$ cat config.mk
export PLATFORM = sky130hd
export DESIGN_NAME = noise_load_ctrl
export DESIGN_NICKNAME = d
export VERILOG_FILES = /design/src/rtl/noise_pkg.sv /design/src/rtl/noise_load_ctrl.sv
export SDC_FILE = /design/constraint.sdc
export NUM_CORES = 1
export LEC_CHECK = 0
export CORE_ASPECT_RATIO = 1.2
export CORE_MARGIN = 5
export CORE_UTILIZATION = 31
export CTS_CLUSTER_SIZE = 40
export DETAILED_ROUTE_END_ITERATION = 12
export MAX_ROUTING_LAYER = met4
export PLACE_DENSITY = 0.68
export SLEW_MARGIN = 20
export SYNTH_ARGS = -nofsm -noshare
export SYNTH_HDL_FRONTEND = slang
export SYNTH_SLANG_ARGS = --single-unit
$ cat constraint.sdc
create_clock -name clk -period 6.1 [get_ports clk]
set_input_delay 1.22 -clock clk [delete_from_list [all_inputs] [get_ports clk]]
set_output_delay 1.22 -clock clk [all_outputs]
set_load 0.01 [all_outputs]
$ cat src/rtl/noise_pkg.sv
// Shared types and widths for the noise-table load controller.
// NOISE_LOAD_TIMEOUT_EN adds the ERR state used by the settle timeout.
package noise_pkg;

    localparam int unsigned WordW = 64;
    localparam int unsigned LocW  = 8;

`ifdef NOISE_LOAD_TIMEOUT_EN
    typedef enum logic [2:0] {
        StIdle,
        StLoad,
        StSettle,
        StWaitDone,
        StRun,
        StErr
    } noise_ld_state_t;
`else
    typedef enum logic [2:0] {
        StIdle,
        StLoad,
        StSettle,
        StWaitDone,
        StRun
    } noise_ld_state_t;
`endif

    function automatic logic is_busy(noise_ld_state_t s);
        return (s == StLoad) || (s == StSettle) || (s == StWaitDone);
    endfunction

endpackage

$ cat src/rtl/noise_load_ctrl.sv
// Streams a noise table from the host into the noise core, then enables it.
// Define NOISE_LOAD_TIMEOUT_EN to add the WAIT_DONE timeout and ERR state.
module noise_load_ctrl
    import noise_pkg::*;
#(
    parameter int unsigned NUM_WORDS   = 16,
    parameter int unsigned TIMEOUT_CYC = 1024
) (
    input  logic             clk,
    input  logic             rst,
    input  logic             start,
    input  logic             stop,
    input  logic [WordW-1:0] wr_data,
    input  logic             wr_valid,
    output logic             wr_ready,
    output logic [WordW-1:0] mem_data,
    output logic [LocW-1:0]  location,
    output logic             load_mem,
    input  logic             done_wait,
    output logic             noise_en,
    output logic             running,
    output logic             busy,
    output logic             error,
    output logic [LocW-1:0]  words_loaded
);

    if (NUM_WORDS == 0 || NUM_WORDS > 256 || TIMEOUT_CYC == 0) begin : g_param_err
        $error("noise_load_ctrl: NUM_WORDS must be 1..256 and TIMEOUT_CYC nonzero");
    end

    // One extra bit so a full 256-word table can be counted without wrapping.
    localparam logic [LocW:0] NumWords = NUM_WORDS[LocW:0];

    noise_ld_state_t  state_q, state_d;
    logic [WordW-1:0] mem_data_q, mem_data_d;
    logic [LocW-1:0]  location_q, location_d;
    logic [LocW:0]    cnt_q, cnt_d;
    logic             wr_ready_q, wr_ready_d;
    logic             load_mem_q, load_mem_d;
    logic             noise_en_q, noise_en_d;
    logic             running_q, running_d;
    logic             busy_q, busy_d;
    logic             hs;

`ifdef NOISE_LOAD_TIMEOUT_EN
    localparam int unsigned     TmoW    = $clog2(TIMEOUT_CYC + 1);
    localparam logic [TmoW-1:0] TmoLast = TmoW'(TIMEOUT_CYC - 1);

    logic [TmoW-1:0] tmo_q, tmo_d;
    logic            error_q, error_d;
`endif

    assign hs = wr_valid && wr_ready_q && (state_q == StLoad);

    always_comb begin
        state_d    = state_q;
        mem_data_d = mem_data_q;
        location_d = location_q;
        cnt_d      = cnt_q;
`ifdef NOISE_LOAD_TIMEOUT_EN
        tmo_d      = '0;
`endif
        // stop takes priority over everything, and the partial count is kept.
        if (stop) begin
            state_d = StIdle;
        end else begin
            unique case (state_q)
                StIdle: begin
                    if (start) begin
                        state_d = StLoad;
                        cnt_d   = '0;
                    end
                end
                StLoad: begin
                    if (hs) begin
                        mem_data_d = wr_data;
                        location_d = cnt_q[LocW-1:0];
                        if (cnt_q < NumWords) begin
                            cnt_d = cnt_q + 1'b1;
                        end
                        if (cnt_d >= NumWords) begin
                            state_d = StSettle;
                        end
                    end
                end
                StSettle: state_d = StWaitDone;
                StWaitDone: begin
                    if (done_wait) begin
                        state_d = StRun;
                    end
`ifdef NOISE_LOAD_TIMEOUT_EN
                    else if (tmo_q == TmoLast) begin
                        state_d = StErr;
                    end else begin
                        tmo_d = tmo_q + 1'b1;
                    end
`endif
                end
                StRun: begin
                    if (start) begin
                        state_d = StLoad;
                        cnt_d   = '0;
                    end
                end
`ifdef NOISE_LOAD_TIMEOUT_EN
                StErr: begin
                    if (start) begin
                        state_d = StLoad;
                        cnt_d   = '0;
                    end
                end
`endif
                default: state_d = StIdle;
            endcase
        end

        // Outputs are registered from the next state so they line up with it.
        wr_ready_d = (state_d == StLoad);
        load_mem_d = (state_d == StLoad) || (state_d == StSettle);
        noise_en_d = (state_d == StWaitDone) || (state_d == StRun);
        running_d  = (state_d == StRun);
        busy_d     = is_busy(state_d);
`ifdef NOISE_LOAD_TIMEOUT_EN
        error_d    = (state_d == StErr);
`endif
    end

    always_ff @(posedge clk or posedge rst) begin
        if (rst) begin
            state_q    <= StIdle;
            mem_data_q <= '0;
            location_q <= '0;
            cnt_q      <= '0;
            wr_ready_q <= 1'b0;
            load_mem_q <= 1'b0;
            noise_en_q <= 1'b0;
            running_q  <= 1'b0;
            busy_q     <= 1'b0;
`ifdef NOISE_LOAD_TIMEOUT_EN
            tmo_q      <= '0;
            error_q    <= 1'b0;
`endif
        end else begin
            state_q    <= state_d;
            mem_data_q <= mem_data_d;
            location_q <= location_d;
            cnt_q      <= cnt_d;
            wr_ready_q <= wr_ready_d;
            load_mem_q <= load_mem_d;
            noise_en_q <= noise_en_d;
            running_q  <= running_d;
            busy_q     <= busy_d;
`ifdef NOISE_LOAD_TIMEOUT_EN
            tmo_q      <= tmo_d;
            error_q    <= error_d;
`endif
        end
    end

    assign wr_ready     = wr_ready_q;
    assign mem_data     = mem_data_q;
    assign location     = location_q;
    assign load_mem     = load_mem_q;
    assign noise_en     = noise_en_q;
    assign running      = running_q;
    assign busy         = busy_q;
    assign words_loaded = cnt_q[LocW-1:0];
`ifdef NOISE_LOAD_TIMEOUT_EN
    assign error        = error_q;
`else
    assign error        = 1'b0;
`endif

endmodule

==> out/results.ini, run 1 <==
[die]
fp.dieW_um = 112
die-height_um = 132
initial_core_util = 0.318
io_pins = 156
fp-row-count = 44
core_um2 = 12200
die_area_um2 = 14800

[yosys]
yosys_warnings = 0
synth_top_cell_by_area = dfrtp_1
synth.area.top_cells = dfrtp_1 (58%), mux2_4 (27%), buf_6 (2.6%)
synth_area_um2 = 3870
ys_seq_elements = 89
synth_nets = 312
yosys.area.top_type_share = 0.575
synthDistinctLibCells = 39
syn_inst = 241
syn_avg_cell_area_um2 = 16.1
ys_seq_area_frac = 0.575

[clock_tree]
clk_pin_slew_worst_paths_ps = 60
postCtsHoldBufs = 0
cts_made_buffers = 9
clock-root-buffer = clkbuf_16
post_cts_buffers = 0
htree_levels = 3
cts_tree = done
cts_sinks = 89
cts_buffer_depth = 2
insertion_delay_ps = 330
cts_resized = 0

[global_route]
overflow = 0
grt_start_max_net_pins = 56
antenna_found_initial = 0
grt_pass1_wl_um = 14500
grt.total_usage = 0.125
grt_pass1_vias = 2648

[placed_design]
gp_congestion = 0.785
placed_cells = 539
placed_area_um2 = 5460
dp_hpwl_um = 6810
port_buffers = 154

[pwr]
pwr_density_cell_nw_per_um2 = 321
power_mw = 1.84
max-vdd-ir-drop_mv = 0.140
leakagePower_nw = 2.72

[drt]
drcViolationCount = 0
drt_iter0_drc = 93
routed_wl_um = 9200
avgViaCountPerCell = 4.38
dr.pass1.iters = 4
vias = 2431
antenna_left = 0
routedWlPerCell_um = 16.6

[job]
maxCapViolations = 0

[timing]
finClkSkew_ps = 9.21
final.setup.tns_ps = 0
slew_viol_final = 0
setup_violations = 0
fin_crit_sh = 0.553
max_freq_mhz = 297
hold_violations = 0
max_slew_margin = 0.405
tightest_slew_ps = 893
min_period_ps = 3370
rsz0062_at_grt = false

[setup_path]
critical_path.top_delay_family = buffers and inverters
end_kind = flip-flop
crit_required_ps = 6310
crit_fanout = 46
ff2ff_setup_slack_ps = 3590
crit_chain = clkdlybuf4s50_1 -> nor2_1 -> nand2_4 -> buf_4 -> mux2_1
crit_type = in2reg
cp-start-kind = primary input
cp_num_buf_inv = 2
crit_arrival_ps = 3580
cpPeakStageDelay_ps = 660
cp_slowest_cell = nand2_4

[min_path]
hp-class = reg2reg

[run_status]
outcome = complete, no violations

[finish]
final_util = 0.472
drive_gt1_frac = 0.234
finalInstanceArea_um2 = 5740
syn_to_final_growth_pct = 48.3
final_cells = 555
antenna_cells = 0
nets = 460

==> worst reg2reg max path, delay by kind of cell, from the launching register on <==
kind | cells | cell delay (ps)
buffers and inverters | 1 | 580
DFF | 1 | 480
muxes | 1 | 370
and+or+nand+nor | 2 | 950
==> cells in the final DEF (no fill, tap or decap), types with 2 or more instances in the layout <==
cell type | Yosys | final
nor3_1 | 3 | 3
inv_6 | 0 | 4
clkdlybuf4s50_1 | 0 | 154
nor2b_1 | 2 | 2
a21o_1 | 2 | 2
a21boi_1 | 2 | 2
nand3_1 | 2 | 2
nand2_1 | 7 | 7
mux2i_1 | 4 | 4
clkinv_2 | 0 | 2
nand4_1 | 2 | 2
dfrtp_1 | 89 | 89
mux2_4 | 69 | 69
clkbuf_16 | 0 | 9
o21ai_0 | 3 | 3
and2_1 | 4 | 4
buf_4 | 9 | 2
mux2_1 | 2 | 2
nor2_1 | 8 | 8
nand2b_1 | 2 | 2
==> cells in the mapped netlist (all sizes together) <==
cell type,instances
a21o,2
nand3,2
a2bb2oi,1
a21boi,2
nand2b,2
nand2,8
a21oi,1
dfrtp,89
nor2b,2
or3,1
nor4bb,1
a211oi,1
mux2i,4
and2,4
nor2,8
ha,1
or4b,1
and4b,1
nor4,1
conb,1
buf,19
inv,1
nor3b,1
nor4b,1
o21ai,4
a22o,1
nand4b,1
nor3,3
mux2,71
or2,2
a32oi,1
nand4,2
a311oi,1
==> sequential cells by signal (all words and copies together), names as in the netlist, 3 cells and up <==
register / flops
cnt_q: 9
mem_data: 64
location: 8
state_q: 3
==> cell type report <==
| class | count | area, um^2 |
|---|---|---|
| flip-flops and latches | 89 | 2230 |
| clock buffers | 9 | 225 |
| repair buffers | 156 | 1560 |
| clock inverters | 7 | 60.1 |
| well taps | 161 | 201 |
| multi-input cells | 132 | 1470 |
| fillers | 1086 | 6420 |
| inverters | 1 | 5.00 |
==> worst paths after layout <==
path                                               start                       end  cells past startpoint
worst min-delay path            mem_data[29]$_DFFE_PP0P_  mem_data[29]$_DFFE_PP0P_                      1
max in group asynchronous                            rst  mem_data[28]$_DFFE_PP0P_                      3
worst max-delay path                                stop  mem_data[28]$_DFFE_PP0P_                      5
min in group asynchronous                            rst  mem_data[58]$_DFFE_PP0P_                      2
worst min register to register  mem_data[29]$_DFFE_PP0P_  mem_data[29]$_DFFE_PP0P_                      1
worst max register to register      state_q[0]$_DFF_PP0_  mem_data[28]$_DFFE_PP0P_                      4
==> per-layer routing <==
metal / part of all wire / track usage
met1: 0.44 / 0.154
met2: 0.50 / 0.203
met3: 0.060 / 0.0393
met4: 0.0079 / 0.0247
met5: 0 / -
==> per-stage QoR <==
stage | worst slack (ps) | hold slack [ps]
6_report | 2730 | 497
3_3_place_gp | 2420 | 474
5_1_grt | 2570 | 517
2_1_floorplan | 2570 | 490
3_5_place_dp | 2360 | 490
4_1_cts | 2720 | 505
==> power breakdown <==
| group | leakage [nW] | total (mW) | internal (mW) | switching [mW] |
|---|---|---|---|---|
| registers | 1.13 | 0.771 | 0.705 | 0.0659 |
| logic | 1.45 | 0.542 | 0.374 | 0.168 |
| clock network | 0.143 | 0.528 | 0.285 | 0.243 |
| total | 2.72 | 1.84 | 1.36 | 0.477 |
==> logic make-up (layout without fill, tap and decap cells) <==
group	count (synthesis)	count (layout)	synth area share
DFF	89	89	0.575
and+or+nand+nor	41	41	0.0656
AOI/OAI and AO/OA	14	14	0.0252
other	1	1	0.000969
muxes	75	75	0.284
buffers and inverters	20	173	0.0459
adders and majority gates	1	1	0.00323
Note: power is estimated with default switching activity, not from simulation.
==> run 2, diff against run 1 <==
==> constraint.sdc (replaced) <==
create_clock -name clk -period 3.4 [get_ports clk]
set_input_delay 0.68 -clock clk [delete_from_list [all_inputs] [get_ports clk]]
set_output_delay 0.68 -clock clk [all_outputs]
set_load 0.01 [all_outputs]
==> run 2 against run 1 <==
Compared with the run above: worst hold slack worse by 6.7 ps; sequential power rose by 79%; setup slack worse by 1700 ps; core utilization rose by 0.46 points; flip-flop and latch count is the same; largest cell class unchanged; highest routed layer unchanged.
==> out/results.ini, run 2 (synthesis gave the netlist of run 1 again) <==
[run_status]
outcome = complete, no violations

[finish]
nFillCells = 1071
drive_gt1_frac = 0.235
final_cells = 556
antenna_cells = 0
nets = 461
final_common_cell = clkdlybuf4s50_1
syn_to_final_growth_pct = 49.8
largest_reg_flops = 64
layout_common_cells = clkdlybuf4s50_1 (154), dfrtp_1 (89), mux2_4 (69)
final_util = 0.477

[drt]
routed_wl_um = 9040
routedWlPerCell_um = 16.3
antenna_left = 0
dr.pass1.iters = 4
drt_iter0_drc = 64
vias = 2445
drcViolationCount = 0
avgViaCountPerCell = 4.40

[placed_design]
gp_congestion = 0.801
placed_cells = 540
dp_hpwl_um = 6680
port_buffers = 154

[clock_tree]
cts_buffer_depth = 2
cts_tree = done
cts_resized = 0
postCtsHoldBufs = 0
clock-root-buffer = clkbuf_16
cts_made_buffers = 9
clk_pin_slew_worst_paths_ps = 60
cts_sinks = 89
post_cts_buffers = 0
insertion_delay_ps = 340
htree_levels = 3

[job]
maxCapViolations = 0

[min_path]
hp-start = mem_data[29]$_DFFE_PP0P_
hp-class = reg2reg
hold_end = mem_data[29]$_DFFE_PP0P_
hold_depth = 1

[setup_path]
crit_type = in2reg
end_kind = flip-flop
crit_start = stop
cp-start-kind = primary input
r2r_cells = 4
ff2ff_setup_slack_ps = 1340
crit_arrival_ps = 2580
r2r_end = location[6]$_DFFE_PP0P_
crit_fanout = 49
timing.rr.start = state_q[0]$_DFF_PP0_
crit_required_ps = 3620

[global_route]
grt_pass1_wl_um = 14600
grt_pass1_vias = 2754
overflow = 0
grt_start_max_net_pins = 52
grt.total_usage = 0.127
antenna_found_initial = 0

[timing]
hold_violations = 0
finClkSkew_ps = 6.93
slew_viol_final = 0
rsz0062_at_grt = false
fin_crit_sh = 0.694
min_period_ps = 2360
setup_violations = 0
tightest_slew_ps = 891
max_freq_mhz = 424
max_slew_margin = 0.406
final.setup.tns_ps = 0

[die]
fp-row-count = 44
core_um2 = 12200
die_area_um2 = 14800
fp.dieW_um = 112
initial_core_util = 0.318
io_pins = 156
die-height_um = 132

[pwr]
pwr_density_cell_nw_per_um2 = 582
max-vdd-ir-drop_mv = 0.256
leakagePower_nw = 2.74

## run 2: cell types whose count changed in the layout (fill, tap and decap cells not counted), sizes merged
| cell | delta |
|---|---|
| buf | +1 |
| bufinv | +1 |
| clkinv | -1 |
| clkinvlp | +1 |
| inv | -1 |
## run 2: metal layers
metal,GRT usage,routed length (um),vias up
met5,-,0,-
met4,0.0541,233,0
met3,0.0306,458,17
met2,0.204,4440,87
met1,0.152,3920,1210
li1,-,-,1131
## run 2: worst max-delay path by stage
| stage | depth (start not counted) | slack [ps] | end |
|---|---|---|---|
| global route | 5 | 910 | mem_data[28]$_DFFE_PP0P_ |
| floorplan | 1 | 410 | busy$_DFF_PP0_ |
| CTS | 5 | 1040 | mem_data[29]$_DFFE_PP0P_ |
| global placement | 5 | 710 | mem_data[29]$_DFFE_PP0P_ |
| detailed placement | 5 | 680 | mem_data[29]$_DFFE_PP0P_ |
| finish | 5 | 1040 | location[6]$_DFFE_PP0P_ |
## run 2: where the power goes
part / leakage (nW) / internal (mW) / switching, mW
logic: 1.46 / 0.674 / 0.300
registers: 1.13 / 1.27 / 0.118
clock network: 0.149 / 0.584 / 0.435
total: 2.74 / 2.52 / 0.853
## run 2: final cells by class
| cell class | count | area, um^2 | area share |
|---|---|---|---|
| clock buffer | 9 | 225 | 0.0388 |
| clock inverter | 7 | 83.8 | 0.0145 |
| tap | 161 | 201 | 0.0347 |
| multi-input combinational | 132 | 1470 | 0.253 |
| inverter | 1 | 5.00 | 0.000863 |
| timing repair buffer | 157 | 1590 | 0.274 |
| sequential | 89 | 2230 | 0.384 |
## run 2: through the flow
stage | hold WS, ps | setup slack [ps] | cell area [um^2] | power, mW
after floorplan | 490 | 413 | 3870 | 1.82
after global placement | 475 | 711 | 5490 | 2.38
after detailed placement | 481 | 684 | 5490 | 2.39
after CTS | 496 | 1040 | 5800 | 3.43
after global routing | 521 | 912 | 5800 | 3.54
final | 491 | 1040 | 5800 | 3.38
## run 2: critical path: stages
cell and delay [ps]:
clkdlybuf4s50_1 590, nor2_1 140, nand2_4 370, buf_12 390, mux2_4 330
